<file path="src/rtl/arith_pkg.sv">
// Shared definitions for the arithmetic datapath: result collector FSM states,
// lane select encodings and the default per-lane result width.
package arith_pkg;

    // A 4-bit x 4-bit product needs 8 bits.
    localparam int unsigned RES_W_DEFAULT = 8;

    localparam logic [1:0] LANE0 = 2'd0;
    localparam logic [1:0] LANE1 = 2'd1;
    localparam logic [1:0] LANE2 = 2'd2;
    localparam logic [1:0] LANE3 = 2'd3;

    typedef enum logic [1:0] {
        ST_IDLE,
        ST_WAIT,
        ST_HOLD
    } state_e;

endpackage

</file>
<file path="src/rtl/result_collect_4to1_op_watchdog.sv">
// op_watchdog: cycle counter bounding the time an operation may wait for its
// lane to complete.
//   clk  : clock, rising edge
//   rst  : synchronous active-high reset
//   clr  : restart the count from zero (takes priority over en)
//   en   : advance the count by one
//   tc   : terminal count, high while the count equals TIMEOUT_CYC-1
module op_watchdog #(
    parameter int unsigned TIMEOUT_CYC = 16  // legal range 2..255
) (
    input  logic clk,
    input  logic rst,
    input  logic clr,
    input  logic en,
    output logic tc
);

    logic [7:0] cnt_q;

    always_ff @(posedge clk) begin
        if (rst) begin
            cnt_q <= 8'd0;
        end else if (clr) begin
            cnt_q <= 8'd0;
        end else if (en) begin
            cnt_q <= cnt_q + 8'd1;
        end
    end

    assign tc = (cnt_q == 8'(TIMEOUT_CYC - 1));

endmodule

</file>
<file path="src/rtl/result_collect_4to1.sv">
// result_collect_4to1: collects the result of the one arithmetic lane chosen
// at issue time and presents it on a single valid/ready output. A watchdog
// aborts the operation (out_err=1, out_data=0) if the lane never completes.
//   clk, rst         : clock and synchronous active-high reset
//   start, opcode    : issue pulse and lane select (accepted only in IDLE)
//   done[3:0]        : per-lane completion pulses
//   res0..res3       : per-lane results, valid with the matching done bit
//   busy             : an operation is outstanding
//   out_valid/ready  : output handshake
//   out_data/op/err  : collected result, its lane and the timeout flag
module result_collect_4to1
    import arith_pkg::*;
#(
    parameter int unsigned RES_W       = RES_W_DEFAULT,
    parameter int unsigned TIMEOUT_CYC = 16
) (
    input  logic             clk,
    input  logic             rst,
    input  logic             start,
    input  logic [1:0]       opcode,
    input  logic [3:0]       done,
    input  logic [RES_W-1:0] res0,
    input  logic [RES_W-1:0] res1,
    input  logic [RES_W-1:0] res2,
    input  logic [RES_W-1:0] res3,
    output logic             busy,
    output logic             out_valid,
    input  logic             out_ready,
    output logic [RES_W-1:0] out_data,
    output logic [1:0]       out_op,
    output logic             out_err
);

    state_e state_q, state_d;
    logic [1:0] op_q;

    logic             sel_done;
    logic [RES_W-1:0] sel_res;
    logic             wd_clr, wd_en, wd_tc;

    logic             busy_q, busy_d;
    logic             valid_q, valid_d;
    logic [RES_W-1:0] data_q, data_d;
    logic [1:0]       op_out_q, op_out_d;
    logic             err_q, err_d;

    // Only the lane latched at issue time is observed.
    always_comb begin
        sel_done = 1'b0;
        sel_res  = '0;
        unique case (op_q)
            LANE0: begin sel_done = done[0]; sel_res = res0; end
            LANE1: begin sel_done = done[1]; sel_res = res1; end
            LANE2: begin sel_done = done[2]; sel_res = res2; end
            LANE3: begin sel_done = done[3]; sel_res = res3; end
            default: ;
        endcase
    end

    assign wd_clr = (state_q == ST_IDLE) && start;
    assign wd_en  = (state_q == ST_WAIT) && !sel_done;

    op_watchdog #(
        .TIMEOUT_CYC (TIMEOUT_CYC)
    ) u_watchdog (
        .clk (clk),
        .rst (rst),
        .clr (wd_clr),
        .en  (wd_en),
        .tc  (wd_tc)
    );

    // State register.
    always_ff @(posedge clk) begin
        if (rst) begin
            state_q <= ST_IDLE;
        end else begin
            state_q <= state_d;
        end
    end

    // Next-state logic.
    always_comb begin
        state_d = state_q;
        unique case (state_q)
            ST_IDLE: if (start) state_d = ST_WAIT;
            ST_WAIT: if (sel_done || wd_tc) state_d = ST_HOLD;
            ST_HOLD: if (out_ready) state_d = ST_IDLE;
            default: state_d = ST_IDLE;
        endcase
    end

    // Output logic: next values for the registered outputs.
    always_comb begin
        busy_d   = (state_d != ST_IDLE);
        valid_d  = (state_d == ST_HOLD);
        data_d   = data_q;
        op_out_d = op_out_q;
        err_d    = err_q;
        if (state_q == ST_WAIT) begin
            // A real completion wins over a coincident timeout.
            if (sel_done) begin
                data_d   = sel_res;
                op_out_d = op_q;
                err_d    = 1'b0;
            end else if (wd_tc) begin
                data_d   = '0;
                op_out_d = op_q;
                err_d    = 1'b1;
            end
        end
    end

    always_ff @(posedge clk) begin
        if (rst) begin
            op_q     <= 2'd0;
            busy_q   <= 1'b0;
            valid_q  <= 1'b0;
            data_q   <= '0;
            op_out_q <= 2'd0;
            err_q    <= 1'b0;
        end else begin
            if (state_q == ST_IDLE && start) begin
                op_q <= opcode;
            end
            busy_q   <= busy_d;
            valid_q  <= valid_d;
            data_q   <= data_d;
            op_out_q <= op_out_d;
            err_q    <= err_d;
        end
    end

    assign busy      = busy_q;
    assign out_valid = valid_q;
    assign out_data  = data_q;
    assign out_op    = op_out_q;
    assign out_err   = err_q;

endmodule
</file>
<file path="config.mk">
export PLATFORM = sky130hd
export DESIGN_NAME = result_collect_4to1
export DESIGN_NICKNAME = d
export VERILOG_FILES = /design/src/rtl/arith_pkg.sv /design/src/rtl/result_collect_4to1_op_watchdog.sv /design/src/rtl/result_collect_4to1.sv
export SDC_FILE = /design/constraint.sdc
export NUM_CORES = 1
export LEC_CHECK = 0
export CAP_MARGIN = 40
export CORE_ASPECT_RATIO = 1.2
export CORE_MARGIN = 10
export CORE_UTILIZATION = 61
export DETAILED_ROUTE_END_ITERATION = 8
export DONT_BUFFER_PORTS = 1
export PLACE_DENSITY_LB_ADDON = 0.3
export SYNTH_ARGS = -nofsm -noshare
export SYNTH_HDL_FRONTEND = slang
export SYNTH_SLANG_ARGS = --single-unit
</file>
<file path="constraint.sdc">
create_clock -name clk -period 2 [get_ports clk]
set_input_delay 0.2 -clock clk [delete_from_list [all_inputs] [get_ports clk]]
set_output_delay 0.2 -clock clk [all_outputs]
set_load 0.005 [all_outputs]
</file>
==> metrics.md, run 1 <==
| Metric | Value |
|---|---|
| Run status | finished clean |
| Clock transition at path regs | ~120 ps |
| Layout cell share with drive strength beyond 1 | 18.3% |
| Leading cell type by number of instances after synthesis | sky130_fd_sc_hd__dfxtp_1 |
| Clock root buffer | sky130_fd_sc_hd__clkbuf_4 |
| CTS tree | built |
| Lkg Pwr | around 0.43 nW |
| Share of the synthesized area in the top cell type | between 30% and 40% |
| Final number of hold-violating endpoints | 0 |
| Final-layout worst hold slack | a little over 40 ps |
| Final std cells w/o fill | about 150 |
| Reported max-cap violation count | 0 |
| Launch instance of the worst register-to-register path | u_watchdog.cnt_q[0] |
| Post-synth top flop | sky130_fd_sc_hd__dfxtp_1 |
| Power per unit of standard cell area | between 600 and 700 nW/um^2 |
| Area contributors post-synth | sky130_fd_sc_hd__dfxtp_1 39%, sky130_fd_sc_hd__mux4_2 16%, sky130_fd_sc_hd__nand3_1 5.8%, sky130_fd_sc_hd__a21oi_1 5.1%, sky130_fd_sc_hd__nor4_4 5.0% |
| Fmax | around 0.58 GHz |
| Cell type contributing the most total cell area after synthesis | sky130_fd_sc_hd__dfxtp_1 |
| Combined global-route utilization of all metal layers | 14.6% |
| List of most frequent post-synthesis cells | 25 x sky130_fd_sc_hd__dfxtp_1, 15 x sky130_fd_sc_hd__nand3_1, 13 x sky130_fd_sc_hd__a21oi_1, 13 x sky130_fd_sc_hd__nor2_1, 9 x sky130_fd_sc_hd__mux4_2 |
| Number of placed cells counting well taps | around 150 |
| Core Footprint | a little over 2000 um^2 |
| Maximum clock skew at final layout | ~2.2 ps |
| Sequential cell area in the final layout | ~500 um^2 |
| End of the worst register-to-register path | out_data[5] |
| Setup repair after global routing missed its margin | no |
| Sequential element share of the synthesized area | 38.9% |
| Antenna-violating nets left | 0 |
| Count of cells along the worst hold path | 2 |
| Antenna Cells | 0 |
| Class of the tightest hold or removal check | in2reg |
| I/O pin count | 55 |
| R2r worst-path depth | 5 |
| # DRC | 0 |
| Critical Path AT | 1910 ps |
| Vertical extent of the die | ~70 um |
| Final sum of negative setup slack | 0 ps |
| Worst Tran Pin Value | approximately 600 ps |
| Syn_area_per_cell | 9.89 um^2 |
| Synth Net Count | 173 |
| Number of slew-limit violations in the final report | 0 |
| Register-to-register path setup slack | about 260 ps |
| Number of buffers inserted during clock tree synthesis | 3 |
| Number of flops mapped to enable cells by yosys | 0 |
| Critical path capture point type | register |
| Worst Hold End | op_q[1] |
| Max transition margin | roughly three fifths |
| Data required time at the worst endpoint | 2170 ps |
| Final period util | a little under 90% |
| Violation count after the first detailed-route iteration | 22 |
| Final routed wirelength across all metal layers | 3010 um |
| Final global-route overflow total | 0 |
| Via density | about 6.4 |
| Netlist area before placement | between 1000 and 1500 um^2 |
| Post-CTS setup repair buffer count | 0 |
| Ys async rst share | 0% |
| Mean routed wirelength per cell | ~20 um |
| Initial DRT Pass Iterations | 4 |
| Count of different cell masters after synthesis | 29 |
| Initial core utilization | 63.5% |
| Final GP Congestion | 0.794 |
| Area of the die | around 4400 um^2 |
| # port buffers | 0 |
| Standard-cell row count | 18 |
| Clock Latency Late Sink | 300 ps |
| Clock Path Buffers | 2 |
| Flip-flop and latch count after synthesis | 25 |
| Critical path class | reg2reg |
| Startpoint type of the worst setup path | register |
| Max VDD drop | 0.527 mV |
| Post-cts repair resize count | 0 |
| Warnings from Yosys | 0 |
| Count of filler cells inserted in the layout | roughly 170 |
| Final setup violating endpoints | 0 |
| Fin nets | about 180 |
| Number of H-tree branching levels | 1 |
| Pin count of the biggest net entering global routing | 18 |
| Layout Area Growth over Synthesis | 4.28% |
| Hold buffer count at CTS | 1 |
| Number of instances in the synthesized netlist | 130 |
| Clock sinks | 25 |
| Width of the die | slightly above 60 um |
| Critical Path Fanout Max | 12 |
| Final critical path time including I/O delays and setup | roughly 1700 ps |
| Detailed-route via count | roughly 960 |
| Area of the multi-input gates | 727 um^2 |
| Critical hold path startpoint | opcode[1] |
| Initial antenna violation count | 0 |
| Half-perimeter wire length after placement | between 2000 and 3000 um |
| Global-route wire length before repair | between 4000 and 5000 um |
| Vias in the first global route | slightly above 1k |
through the flow:
step | util [%] | cell area, um^2 | setup slack, ps | power [mW]
after CTS | 66.2 | 1340 | 257 | 0.897
final | 66.2 | 1340 | 262 | 0.890
after global routing | 66.2 | 1340 | 63.2 | 0.940
after global placement | 64.4 | 1310 | 360 | 0.677
after detailed placement | 64.4 | 1310 | 304 | 0.682
after floorplan | - | 1290 | 307 | 0.663
worst max-delay path by stage:
stage,slack (ps),endpoint,startpoint
4_1_cts,260,out_data[5],u_watchdog.cnt_q[0]
2_1_floorplan,310,u_watchdog.cnt_q[7],op_q[0]
3_5_place_dp,300,out_data[5],op_q[0]
3_3_place_gp,360,u_watchdog.cnt_q[3],op_q[0]
6_report,260,out_data[5],u_watchdog.cnt_q[0]
5_1_grt,60,out_op[1],u_watchdog.cnt_q[5]
area by class of cell:
type | count | area share (%)
Multi-Input combinational cell | 93 | 54.2
Sequential cell | 25 | 37.3
Timing Repair Buffer | 7 | 4.10
Clock buffer | 4 | 1.96
Tap cell | 20 | 1.87
Inverter | 2 | 0.560
critical path, stage by stage (launching register included):
cell,delay [ps]
sky130_fd_sc_hd__dfxtp_1,410
sky130_fd_sc_hd__ha_1,210
sky130_fd_sc_hd__nand3_1,150
sky130_fd_sc_hd__or3b_1,570
sky130_fd_sc_hd__nand3_1,180
sky130_fd_sc_hd__a21oi_1,90
logic make-up after synthesis:
group                      share of synthesized area, %
AOI/OAI and AO/OA                                  8.17
xor gates and xnor gates                           4.09
muxes                                              18.2
DFF                                                38.9
buffers and inverters                              4.57
and+or+nand+nor                                    25.1
adders and majority gates                         0.973
cell usage in the layout (no fill, tap or decap), types with 2 or more instances in the layout:
cell type,count
sky130_fd_sc_hd__buf_4,6
sky130_fd_sc_hd__nand2_1,8
sky130_fd_sc_hd__dfxtp_1,25
sky130_fd_sc_hd__xnor2_1,6
sky130_fd_sc_hd__mux4_2,9
sky130_fd_sc_hd__clkbuf_4,3
sky130_fd_sc_hd__nor3_1,2
sky130_fd_sc_hd__o21ai_0,4
sky130_fd_sc_hd__a21oi_1,13
sky130_fd_sc_hd__nor3b_1,2
sky130_fd_sc_hd__nand4_1,2
sky130_fd_sc_hd__inv_1,2
sky130_fd_sc_hd__nand3_1,15
sky130_fd_sc_hd__nor4_4,3
sky130_fd_sc_hd__nand2b_1,2
sky130_fd_sc_hd__a31oi_1,2
sky130_fd_sc_hd__mux2i_1,2
sky130_fd_sc_hd__nor2_1,13
routing by layer:
metal	wire length, um	part of all wire, %	vias to the layer above	global-route usage [%]
met2	1560	52	38	25.0
met4	20	0.67	0	4.48
met3	339	11	2	8.86
met5	0	0	-	0
li1	-	-	468	-
met1	1090	36	451	13.8
power breakdown:
part | internal, mW | switching (mW)
clock network | 0.0777 | 0.137
logic | 0.0693 | 0.0733
registers | 0.517 | 0.0159
sequential cells by signal, summed over array words and instances, names as in the netlist:
register / cells
op_q: 2
u_watchdog.cnt_q: 8
out_data: 8
out_op: 2
busy: 1
out_err: 1
out_valid: 1
state_q: 2
No activity file was read; power rests on OpenSTA's default activity.
==> run 2: changes to the inputs <==
- CAP_MARGIN: 40 -> 0
- CORE_MARGIN: 10 -> 4
- HOLD_SLACK_MARGIN: not set -> 0.06
==> metrics.md, run 2 (synthesized netlist as in run 1, its figures left out) <==
| Metric | Value |
|---|---|
| Count of filler cells inserted in the layout | ~150 |
| Final critical path time including I/O delays and setup | approximately 1800 ps |
| Lkg Pwr | 0.435 nW |
| Final setup violating endpoints | 0 |
| Max VDD drop | ~0.51 mV |
| Area of the die | approximately 2900 um^2 |
| Final std cells w/o fill | 150 |
| Half-perimeter wire length after placement | approximately 2100 um |
| Clock Latency Late Sink | slightly above 300 ps |
| Data required time at the worst endpoint | between 2000 and 2500 ps |
| Via density | 6.51 |
| Initial antenna violation count | 0 |
| Sequential cell area in the final layout | 500 um^2 |
| Layout cell share with drive strength beyond 1 | 17.6% |
| Fmax | approximately 0.55 GHz |
| Startpoint type of the worst setup path | register |
| Final sum of negative setup slack | 0 ps |
| Standard-cell row count | 17 |
| Max transition margin | approximately three fifths |
| Power per unit of standard cell area | approximately 670 nW/um^2 |
| Fin nets | 175 |
| Initial core utilization | between 60% and 70% |
| Critical path class | reg2reg |
| Vertical extent of the die | roughly 58 um |
| I/O pin count | 55 |
| Critical Path Fanout Max | 13 |
| Critical path capture point type | register |
| Number of placed cells counting well taps | 143 |
| Final GP Congestion | about 0.76 |
| Most used cells in the layout excluding fill and tap cells | 25 x sky130_fd_sc_hd__dfxtp_1, 15 x sky130_fd_sc_hd__nand3_1, 13 x sky130_fd_sc_hd__nor2_1, 13 x sky130_fd_sc_hd__a21oi_1, 9 x sky130_fd_sc_hd__mux4_2 |
| Series of cell instances along the critical path | mux4_2 -> nand2_1 -> o21ai_0 -> nor2_1 |
| Slowest cell on the critical path | sky130_fd_sc_hd__mux4_2 |
| Post-CTS setup repair buffer count | 0 |
| CTS tree | built |
| Area of the multi-input gates | 727 um^2 |
| Antenna-violating nets left | 0 |
| Width of the die | 49.9 um |
| Initial DRT Pass Iterations | 4 |
| Detailed-route via count | 976 |
| Maximum clock skew at final layout | between 3 and 4 ps |
| Overall power after layout | ~900 uW |
| Critical Path AT | 2080 ps |
| Core Footprint | 1910 um^2 |
| # port buffers | 0 |
| Clock root buffer | sky130_fd_sc_hd__clkbuf_4 |
| # DRC | 0 |
| Most common library cell in the layout ignoring fill and taps | sky130_fd_sc_hd__dfxtp_1 |
| Pin count of the biggest net entering global routing | 18 |
| Antenna Cells | 0 |
| Class of the tightest hold or removal check | in2reg |
| Clock transition at path regs | ~140 ps |
| Layout Area Growth over Synthesis | 4.67% |
| Number of buffers inserted during clock tree synthesis | 3 |
| Number of slew-limit violations in the final report | 0 |
| Maximum single-stage delay on the critical path | 680 ps |
| Violation count after the first detailed-route iteration | 29 |
| Final number of hold-violating endpoints | 0 |
| Final routed wirelength across all metal layers | 2680 um |
| Mean routed wirelength per cell | about 18 um |
| Final global-route overflow total | 0 |
| Vias in the first global route | about 1.0k |
| Clock Path Buffers | 2 |
| Combined global-route utilization of all metal layers | 19.5% |
| Global-route wire length before repair | approximately 4400 um |
| Worst Tran Pin Value | 607 ps |
| Clock sinks | 25 |
| Run status | finished clean |
| Reported max-cap violation count | 0 |
| Setup repair after global routing missed its margin | no |
| Final period util | between 90% and 100% |
| Number of H-tree branching levels | 1 |
[run 2: changes by cell type in the layout (fill, tap and decap cells not counted)]
cell / change
sky130_fd_sc_hd__clkbuf_1: -1
sky130_fd_sc_hd__buf_4: -2
sky130_fd_sc_hd__clkinv_2: +1
sky130_fd_sc_hd__dlygate4sd3_1: +2
[run 2: cell type report]
cell class	count	share of cell area, %
Clock buffer	3	1.67
Clock inverter	1	0.372
Inverter	2	0.558
Multi-Input combinational cell	93	54.0
Sequential cell	25	37.2
Tap cell	19	1.77
Timing Repair Buffer	7	4.46
[run 2: what timing repair did]
item,CTS,global route
resized for setup,0,0
hold buffers,3,0
hold endpoints to repair,17,0
setup endpoints to repair,0,0
[run 2: worst paths after layout]
check	from	to	slack [ps]	cells past startpoint
max	op_q[0]	out_err	170	4
min	start	busy	90	2
max reg2reg	op_q[0]	out_err	170	4
min reg2reg	out_data[4]	out_data[4]	500	2
[run 2: stage by stage]
stage / util, % / setup WS, ps / hold slack, ps / instance area [um^2]
after floorplan: - / 307 / 347 / 1290
after global placement: 67.3 / 260 / 271 / 1290
after detailed placement: 67.3 / 225 / 273 / 1290
after CTS: 70.3 / 195 / 75.8 / 1350
after global routing: 70.3 / 5.47 / 87.6 / 1350
final: 70.3 / 170 / 85.6 / 1350
[run 2: layer usage]
metal,global-route usage (%),share of wire [%],vias to the layer above,routed length [um]
met5,0,0,-,0
met3,5.06,6.5,4,174
met2,36.9,55,45,1480
li1,-,-,467,-
met1,20.3,37,460,982
met4,8.30,1.4,0,37
[run 2: power breakdown]
part / switching (mW) / total (mW) / internal [mW]
Sequential: 0.0149 / 0.532 / 0.517
Combinational: 0.0733 / 0.142 / 0.0690
Clock: 0.147 / 0.222 / 0.0746
Total: 0.235 / 0.896 / 0.661
[run 2: worst max-delay path: cells and delay by family, from the launching register on]
kind	cells	cell delay [ps]
AOI/OAI and AO/OA	1	200
DFF	1	380
and+or+nand+nor	2	520
muxes	1	680
